$ cat config.mk
export PLATFORM = sky130hd
export DESIGN_NAME = signed_sum_accumulator_flat
export DESIGN_NICKNAME = d
export VERILOG_FILES = /design/src/rtl/signed_sum_accumulator_pkg.sv /design/src/rtl/signed_sum_accumulator_if.sv /design/src/rtl/signed_sum_accumulator_sat_add.sv /design/src/rtl/signed_sum_accumulator.sv /design/src/flat_wrapper.sv
export SDC_FILE = /design/constraint.sdc
export NUM_CORES = 1
export LEC_CHECK = 0
export CORE_ASPECT_RATIO = 1.25
export CORE_MARGIN = 3
export CORE_UTILIZATION = 49
export CTS_CLUSTER_SIZE = 10
export DETAILED_ROUTE_END_ITERATION = 8
export PLACE_DENSITY = 0.75
export SLEW_MARGIN = 20
export SYNTH_ARGS = -nofsm -noshare
export SYNTH_HDL_FRONTEND = slang
export SYNTH_SLANG_ARGS = --single-unit
$ cat constraint.sdc
create_clock -name Clk -period 2.05 [get_ports Clk]
set_clock_uncertainty 0.1 [all_clocks]
set_input_delay 0.205 -clock Clk [delete_from_list [all_inputs] [get_ports Clk]]
set_output_delay 0.205 -clock Clk [all_outputs]
set_load 0.01 [all_outputs]
$ cat src/rtl/signed_sum_accumulator_pkg.sv
// Shared types and width helpers for the signed sum accumulator.
package signed_acc_pkg;

  // Control states of the accumulator
  typedef enum logic [1:0] {
    IDLE  = 2'd0,
    ACCUM = 2'd1,
    DONE  = 2'd2
  } acc_state_e;

  // Counter width able to hold values 0..count
  function automatic int cnt_width(input int count);
    return $clog2(count + 1);
  endfunction

  // Largest positive value of an acc_w-bit two's-complement number
  function automatic longint acc_max(input int acc_w);
    return (64'sd1 <<< (acc_w - 1)) - 64'sd1;
  endfunction

  // Most negative value of an acc_w-bit two's-complement number
  function automatic longint acc_min(input int acc_w);
    return -(64'sd1 <<< (acc_w - 1));
  endfunction

endpackage

$ cat src/rtl/signed_sum_accumulator_if.sv
// Sample input stream and result output stream of the accumulator.
interface signed_acc_if #(
  parameter int IN_W  = 6,
  parameter int ACC_W = 10
);
  logic [IN_W-1:0]  In_Data;
  logic             In_Valid;
  logic             In_Ready;
  logic [ACC_W-1:0] Acc_Out;
  logic             Out_Valid;
  logic             Out_Ready;
  logic             Overflow;

  // Producer of samples and consumer of results
  modport master (
    output In_Data, In_Valid, Out_Ready,
    input  In_Ready, Acc_Out, Out_Valid, Overflow
  );

  // The accumulator itself
  modport slave (
    input  In_Data, In_Valid, Out_Ready,
    output In_Ready, Acc_Out, Out_Valid, Overflow
  );
endinterface

$ cat src/rtl/signed_sum_accumulator_sat_add.sv
// Combinational ACC_W-bit signed adder that clamps to the representable range.
module sat_add
  import signed_acc_pkg::*;
#(
  parameter int ACC_W = 10
) (
  input  logic [ACC_W-1:0] a,
  input  logic [ACC_W-1:0] b,
  output logic [ACC_W-1:0] sum,
  output logic             sat
);

  localparam logic [ACC_W-1:0] SAT_MAX = ACC_W'(acc_max(ACC_W));
  localparam logic [ACC_W-1:0] SAT_MIN = ACC_W'(acc_min(ACC_W));

  logic [ACC_W:0] sum_wide_s;

  // Add with one guard bit; differing top two bits mean the true sum is out of range
  always_comb begin
    sum_wide_s = {a[ACC_W-1], a} + {b[ACC_W-1], b};
    if (sum_wide_s[ACC_W] != sum_wide_s[ACC_W-1]) begin
      sat = 1'b1;
      if (sum_wide_s[ACC_W]) begin
        sum = SAT_MIN;
      end else begin
        sum = SAT_MAX;
      end
    end else begin
      sat = 1'b0;
      sum = sum_wide_s[ACC_W-1:0];
    end
  end

endmodule

$ cat src/rtl/signed_sum_accumulator.sv
// Accumulates COUNT signed samples into a saturating register and hands the
// total to a sink over a valid/ready handshake.
module signed_sum_accumulator
  import signed_acc_pkg::*;
#(
  parameter int IN_W  = 6,
  parameter int ACC_W = 10,
  parameter int COUNT = 8
) (
  input  logic         Clk,
  input  logic         Reset,
  input  logic         Clear,
  signed_acc_if.slave  bus
);

  localparam int CNT_W = cnt_width(COUNT);

  acc_state_e       state_r;
  logic [CNT_W-1:0] count_r;
  logic [ACC_W-1:0] acc_r;
  logic [ACC_W-1:0] acc_out_r;
  logic             out_valid_r;
  logic             overflow_r;
  logic             in_ready_r;

  logic [ACC_W-1:0] sample_ext_s;
  logic [ACC_W-1:0] sum_s;
  logic             sat_s;

  assign sample_ext_s = {{(ACC_W-IN_W){bus.In_Data[IN_W-1]}}, bus.In_Data};

  sat_add #(.ACC_W(ACC_W)) u_sat_add (
    .a   (acc_r),
    .b   (sample_ext_s),
    .sum (sum_s),
    .sat (sat_s)
  );

  assign bus.In_Ready  = in_ready_r;
  assign bus.Acc_Out   = acc_out_r;
  assign bus.Out_Valid = out_valid_r;
  assign bus.Overflow  = overflow_r;

  // FSM, counter, accumulator and result registers; Clear outranks any handshake
  always_ff @(posedge Clk or posedge Reset) begin
    if (Reset) begin
      state_r     <= IDLE;
      count_r     <= '0;
      acc_r       <= '0;
      acc_out_r   <= '0;
      out_valid_r <= 1'b0;
      overflow_r  <= 1'b0;
      in_ready_r  <= 1'b1;
    end else if (Clear) begin
      state_r     <= IDLE;
      count_r     <= '0;
      acc_r       <= '0;
      acc_out_r   <= '0;
      out_valid_r <= 1'b0;
      overflow_r  <= 1'b0;
      in_ready_r  <= 1'b1;
    end else begin
      case (state_r)
        IDLE, ACCUM: begin
          if (bus.In_Valid) begin
            acc_r      <= sum_s;
            overflow_r <= overflow_r | sat_s;
            count_r    <= count_r + CNT_W'(1);
            if (count_r == CNT_W'(COUNT - 1)) begin
              state_r     <= DONE;
              acc_out_r   <= sum_s;
              out_valid_r <= 1'b1;
              in_ready_r  <= 1'b0;
            end else begin
              state_r <= ACCUM;
            end
          end else begin
            state_r <= state_r;
          end
        end
        DONE: begin
          if (bus.Out_Ready) begin
            state_r     <= IDLE;
            count_r     <= '0;
            acc_r       <= '0;
            out_valid_r <= 1'b0;
            overflow_r  <= 1'b0;
            in_ready_r  <= 1'b1;
          end else begin
            state_r <= DONE;
          end
        end
        default: begin
          state_r     <= IDLE;
          count_r     <= '0;
          acc_r       <= '0;
          out_valid_r <= 1'b0;
          overflow_r  <= 1'b0;
          in_ready_r  <= 1'b1;
        end
      endcase
    end
  end

endmodule

$ cat src/flat_wrapper.sv
// flat-port wrapper written by rule: the top's interface ports become plain ports
module signed_sum_accumulator_flat import signed_acc_pkg::*;
#(
  parameter int IN_W  = 6,
  parameter int ACC_W = 10,
  parameter int COUNT = 8
)
  (Clk, Reset, Clear, bus_In_Data, bus_In_Valid, bus_Out_Ready, bus_In_Ready, bus_Acc_Out, bus_Out_Valid, bus_Overflow);
  signed_acc_if #(.IN_W(IN_W), .ACC_W(ACC_W)) bus_i ();
  input  logic Clk;
  input  logic Reset;
  input  logic Clear;
  input wire logic [$bits(bus_i.In_Data)-1:0] bus_In_Data;
  input wire logic [$bits(bus_i.In_Valid)-1:0] bus_In_Valid;
  input wire logic [$bits(bus_i.Out_Ready)-1:0] bus_Out_Ready;
  output wire logic [$bits(bus_i.In_Ready)-1:0] bus_In_Ready;
  output wire logic [$bits(bus_i.Acc_Out)-1:0] bus_Acc_Out;
  output wire logic [$bits(bus_i.Out_Valid)-1:0] bus_Out_Valid;
  output wire logic [$bits(bus_i.Overflow)-1:0] bus_Overflow;
  assign bus_i.In_Data = bus_In_Data;
  assign bus_i.In_Valid = bus_In_Valid;
  assign bus_i.Out_Ready = bus_Out_Ready;
  assign bus_In_Ready = bus_i.In_Ready;
  assign bus_Acc_Out = bus_i.Acc_Out;
  assign bus_Out_Valid = bus_i.Out_Valid;
  assign bus_Overflow = bus_i.Overflow;
  signed_sum_accumulator #(.IN_W(IN_W), .ACC_W(ACC_W), .COUNT(COUNT)) u_core (.Clk(Clk), .Reset(Reset), .Clear(Clear), .bus(bus_i));
endmodule
* After elaboration in Yosys (flattened, before gate mapping)
Cells that the tools add are included.
** Cells by class
- Equality and inequality tests :: 7
- Bitwise gates (word level) :: 1
- Multiplexer cells :: 33
- Magnitude comparators :: 0
- Divide/modulo/power cells :: 0
- $add $sub $neg :: 2
- $mul :: 0
- Reductions and logical operators :: 8
- Shift operators :: 0
** Operators by type and width (number)
- 10-bit 2-to-1 mux :: 9
- 10-bit one-hot mux with 2 select lines :: 1
- 4-bit 2-to-1 mux :: 3
- 10-bit by 6-bit adder with 11-bit output :: 1
- 1-bit 2-to-1 mux :: 11
- 2-bit 2-to-1 mux :: 4
- 4-bit one-hot mux with 2 select lines :: 1
- 3-bit != test, second input constant :: 2
- 1-bit one-hot mux with 2 select lines :: 3
- 3-bit AND reduction :: 2
- 2-bit nonzero test :: 3
- 4-bit by 1-bit adder with 4-bit output, second input constant :: 1
- 4-bit by 3-bit == test with 1-bit output, second input constant :: 1
- 2-bit one-hot mux with 2 select lines :: 1
- 3-bit by 2-bit != test with 1-bit output, second input constant :: 1
- 2-bit by 1-bit == test with 1-bit output, second input constant :: 1
- 2-bit == test, second input constant :: 1
- 2-bit zero test :: 1
- 2-bit AND reduction :: 1
- 2-bit OR reduction :: 1
- 1-bit != test :: 1
- 1-bit bitwise OR :: 1
** Word-level totals
- Memory bits (read-only) :: 0
- Word-level logic and storage cells :: 58
- Input bits :: 11
- RAM bits :: 0
- Output and inout port bits :: 13
- Latch bits :: 0
- Register bits :: 29
- Memories :: 0

* Longest topological paths before layout
- Depth after elaboration :: 7
- Gate-level depth with buffers :: 9
- Gate-level depth less buffers :: 9

* By module
A second synthesis with hierarchy kept.
** Unflattened totals
- Cell total of the unflattened synthesis :: 239
- Area, all modules :: 2243.4 µm²
** By module, submodules not included
- signed_sum_accumulator :: cells an instance 137, area an instance 1408.9 µm², times used 1, sequential area each 726.9 µm²
- sat_add :: cells an instance 102, area an instance 834.6 µm², times used 1, sequential area each 0.0 µm²

* Least setup slack after synthesis
OpenSTA, ideal clock, no wires.
- Kind :: register to register
- Start point :: register u_core.acc_r[0]
- End point :: register u_core.acc_out_r[4] (netlist: u_core.bus.Acc_Out[4])
- Stages on the path, launching flop included :: 10
- Required time :: 1.860 ns
- Setup slack :: -0.073 ns
- Arrival :: 1.932 ns
- Clock period less this slack :: 2.123 ns
- Setup time :: 0.090 ns
- Cell sequence :: dfrtp_1 > ha_1 > inv_1 > fa_1 > nand2b_1 > a211oi_2 > o21ai_1 > nor3_4 > nor2_1 > o221ai_1
** On the way
- Word-level cells in the longest chain between the ends :: 7
- Elaborated cells between the ends (all ways) :: 8
- Those cells by class :: add/sub: 1; eq/ne: 1; mux: 6
** Ends and longest elaborated chain
- start, declared :: line signed_sum_accumulator.sv:20 : logic [ACC_W-1:0] acc_r;
- start signal, assigned :: line signed_sum_accumulator.sv:66 : acc_r <= sum_s;
- 10-bit by 6-bit adder with 11-bit output (*) :: line signed_sum_accumulator_sat_add.sv:20 : sum_wide_s = {a[ACC_W-1], a} + {b[ACC_W-1], b};
- 10-bit 2-to-1 mux or 1-bit != test (tied branches) :: line signed_sum_accumulator_sat_add.sv:23, signed_sum_accumulator_sat_add.sv:21
- 10-bit 2-to-1 mux (*) :: line signed_sum_accumulator_sat_add.sv:21 : if (sum_wide_s[ACC_W] != sum_wide_s[ACC_W-1]) begin
- 10-bit 2-to-1 mux (*) :: line signed_sum_accumulator.sv:69 : if (count_r == CNT_W'(COUNT - 1)) begin
- 10-bit 2-to-1 mux (*) :: line signed_sum_accumulator.sv:65 : if (bus.In_Valid) begin
- 10-bit 2-to-1 mux (*) :: line signed_sum_accumulator.sv:63 : case (state_r)
- 10-bit 2-to-1 mux (*) :: line signed_sum_accumulator.sv:54 : end else if (Clear) begin
- end signal, assigned :: line signed_sum_accumulator.sv:71 : acc_out_r <= sum_s;
- end, declared :: line signed_sum_accumulator.sv:21 : logic [ACC_W-1:0] acc_out_r;
Mark *: on every way between the ends. The rest lies on a longest branch, timed or not. The select of a mux whose other input is x is not followed.
A chain may end at the register's enable or synchronous reset.

* Final worst setup path
- Start point :: register u_core.acc_r[5]
- End point :: register u_core.acc_r[2]
** On the way
- Word-level cells in the longest chain between the ends :: 6
- Elaborated cells between the ends (all ways) :: 7
- Those cells by class :: add/sub: 1; eq/ne: 1; mux: 5
** Ends and longest elaborated chain (line)
- 10-bit by 6-bit adder with 11-bit output (*) :: signed_sum_accumulator_sat_add.sv:20
- 10-bit 2-to-1 mux or 1-bit != test (tied branches) :: signed_sum_accumulator_sat_add.sv:23, signed_sum_accumulator_sat_add.sv:21
- 10-bit 2-to-1 mux (*) :: signed_sum_accumulator_sat_add.sv:21
- 10-bit 2-to-1 mux (*) :: signed_sum_accumulator.sv:65
- 10-bit one-hot mux with 2 select lines (*) :: signed_sum_accumulator.sv:63
- 10-bit 2-to-1 mux (*) :: signed_sum_accumulator.sv:54
Marks and branches as above.

==> metrics <==
area leader, netlist dfrtp_1; Synth cell types 44; status finished, violations left; Total Die Area 4417 um2; vias in the first global route roughly 1800; fillcell total 239; I/O pin cnt 24; Fin. Hold Viols 0; Cell Rows 23; PnR worst setup slack -146.9 ps; GPL Wtd Cong 0.8670; Syn Std Cell Area between 1500 and 2000 um2; clk sink count 29; Area Overhead vs Synth 42.31%; CP max FO 6; Final ANT Viol Nets 0; PwrDens 1168 nW/um2; hpwl dp 3459 um; register area share after synthesis between 40% and 50%; Post-Synthesis Cells 193; Clk Latency, worst-skew pair 280 ps; largest net degree at the start of global routing 30; DRT Wirelength approximately 4800 um; final setup violation count 20; synthesized net count ~220; slew margin rel. 56.26%; most frequent cells in the layout buf_4, nand2_1, dfrtp_1; global route overflow 0; clk slew on worst S/H paths 60 ps; WL/cell ~17 um; Antenna diodes 0; first-pass GRT wire length 8390 um; CTS Hold Bufs 0; most common cell after layout, fill and taps aside buf_4; via/cell ratio 5.838; global router's overall resource usage 25.73%; CP Capture Type flip-flop; worst min path class in2async; Placeable Area 3367 um2; number of CTS-inserted buffers 5; area share of the largest cell type after synthesis 39.16%; Slew Viols, Final 0; CP Data Arrival Time 2280 ps; Initial Util between 50% and 60%; Layout Nets around 280; RSZ-0062 raised after global routing true; overall die width 60.05 um; initial detailed-routing violation count 76; synth top area cells dfrtp_1, ha_1, nand2_1; sequential cell area 726.9 um2; # DRC 0; Leak 1.112 nW; die height 73.56 um; CTS root buf clkbuf_8; Worst R2R Path Depth 8; #FFs+latches synth 29; mean post-synth cell area 9.271 um2; CTS Buffer Depth 2; Power, Total between 0.002 and 0.003 W; Worst Path Required about 2100 ps; crit path kind reg2reg; Hold Slack between 150 and 200 ps; worst vdd ir ~0.84 mV; failing checks negative setup slack; via count 1699; IO buf count 23; multi-input logic area 1159 um2; warnings from Yosys 0; Post-Place Setup Slack -567.4 ps; Max H-tree Level 2; Final TNS setup -1994 ps; fin crit share 107.2%; nature of the critical path startpoint flip-flop; Least-Margin Pin Slew 654.8 ps; initial antenna violation count 0; share of cells above drive strength 1 31.50%; number of max-cap violations 0; f_max around 460 MHz; final critical-path required period 2197 ps; drt pass-1 iters 4; CTS tree done
==> worst paths after layout <==
| kind | slack [ps] | endpoint | startpoint |
|---|---|---|---|
| max reg2reg | -150 | u_core.acc_r[2] | u_core.acc_r[5] |
| min in group Clk | 390 | u_core.bus.Acc_Out[6] | u_core.bus.Acc_Out[6] |
| min | 180 | u_core.bus.Acc_Out[0] | Reset |
| max in group asynchronous | 1370 | u_core.bus.In_Ready | Reset |
| max | -150 | u_core.acc_r[2] | u_core.acc_r[5] |
| min reg2reg | 390 | u_core.bus.Acc_Out[6] | u_core.bus.Acc_Out[6] |
==> cell type report <==
class,instances,area share (%)
inverter,6,0.8845
sequential,29,28.55
clock buffer,7,3.784
tap,37,1.818
multi-input combinational,154,45.50
timing repair buffer,57,19.26
clock inverter,1,0.1966
==> cell usage after synthesis (all sizes together) <==
| cell | n |
|---|---|
| a22o | 2 |
| or2b | 1 |
| a211o | 1 |
| o221ai | 4 |
| o211ai | 5 |
| a21oi | 13 |
| o22ai | 1 |
| o21a | 1 |
| fa | 1 |
| inv | 6 |
| a21o | 3 |
| nor3b | 1 |
| buf | 4 |
| or2 | 2 |
| a2111oi | 1 |
| dfstp | 1 |
| xnor2 | 4 |
| nand3b | 1 |
| a31oi | 1 |
| dfrtp | 28 |
| a211oi | 2 |
| nand3 | 4 |
| nor3 | 9 |
| o41a | 1 |
| xor2 | 4 |
| o21ai | 21 |
| or3 | 1 |
| nand4b | 1 |
| nand2b | 4 |
| nand4 | 2 |
| ha | 11 |
| nand2 | 31 |
| nor2 | 16 |
| clkbuf | 2 |
| nor2b | 3 |
==> cells by family (layout without fill, tap and decap cells) <==
kind of cell | count (synthesis) | after routing | share of synthesized area, %
fa+ha+maj | 12 | 12 | 8.811
flops | 29 | 29 | 40.63
xor+xnor | 8 | 8 | 3.916
buf+inv | 12 | 71 | 2.867
compound gates | 56 | 58 | 23.50
simple gates | 76 | 76 | 20.28
==> report_power, final <==
part           internal (W)  switching, W
logic              0.000778      0.000921
clock network      0.000303      0.000217
registers          0.000671     0.0000831
==> per-stage QoR <==
stage	instance area [um2]	instances	util (%)
final	2546	291	75.62
after global routing	2546	291	75.62
after CTS	2514	291	74.66
after detailed placement	2301	280	68.34
after global placement	2301	280	68.34
after floorplan	1805	193	-
==> worst max-delay path: stages (launching register included) <==
cell	delay (ps)
dfrtp_1	410
ha_1	400
o211ai_1	160
buf_4	170
a211oi_4	210
nor2_2	110
o211ai_4	170
o211ai_4	170
o221ai_1	190
==> per-layer routing <==
metal  routed length, um  vias up  GRT usage [%]
met5                   0        -              0
met4                 180        0          13.79
met3                 197       16          5.624
met2                2637       48          46.27
met1                1828      823          27.04
li1                    -      812              -
==> sequential cells by signal (all words and copies together), names as in the netlist <==
| register | flops |
|---|---|
| u_core.bus.Out_Valid | 1 |
| u_core.bus.In_Ready | 1 |
| u_core.bus.Overflow | 1 |
| u_core.acc_r | 10 |
| u_core.count_r | 4 |
| u_core.bus.Acc_Out | 10 |
| u_core.state_r | 2 |
==> repair_timing <==
action | 4_1_cts | 5_1_grt
endpoints found under the setup margin | 21 | 21
pin swaps | 11 | 8
buffers inserted | 1 | 0
cloned | 2 | 0
resized for setup | 27 | 10
Note: power is estimated with default switching activity, not from simulation.
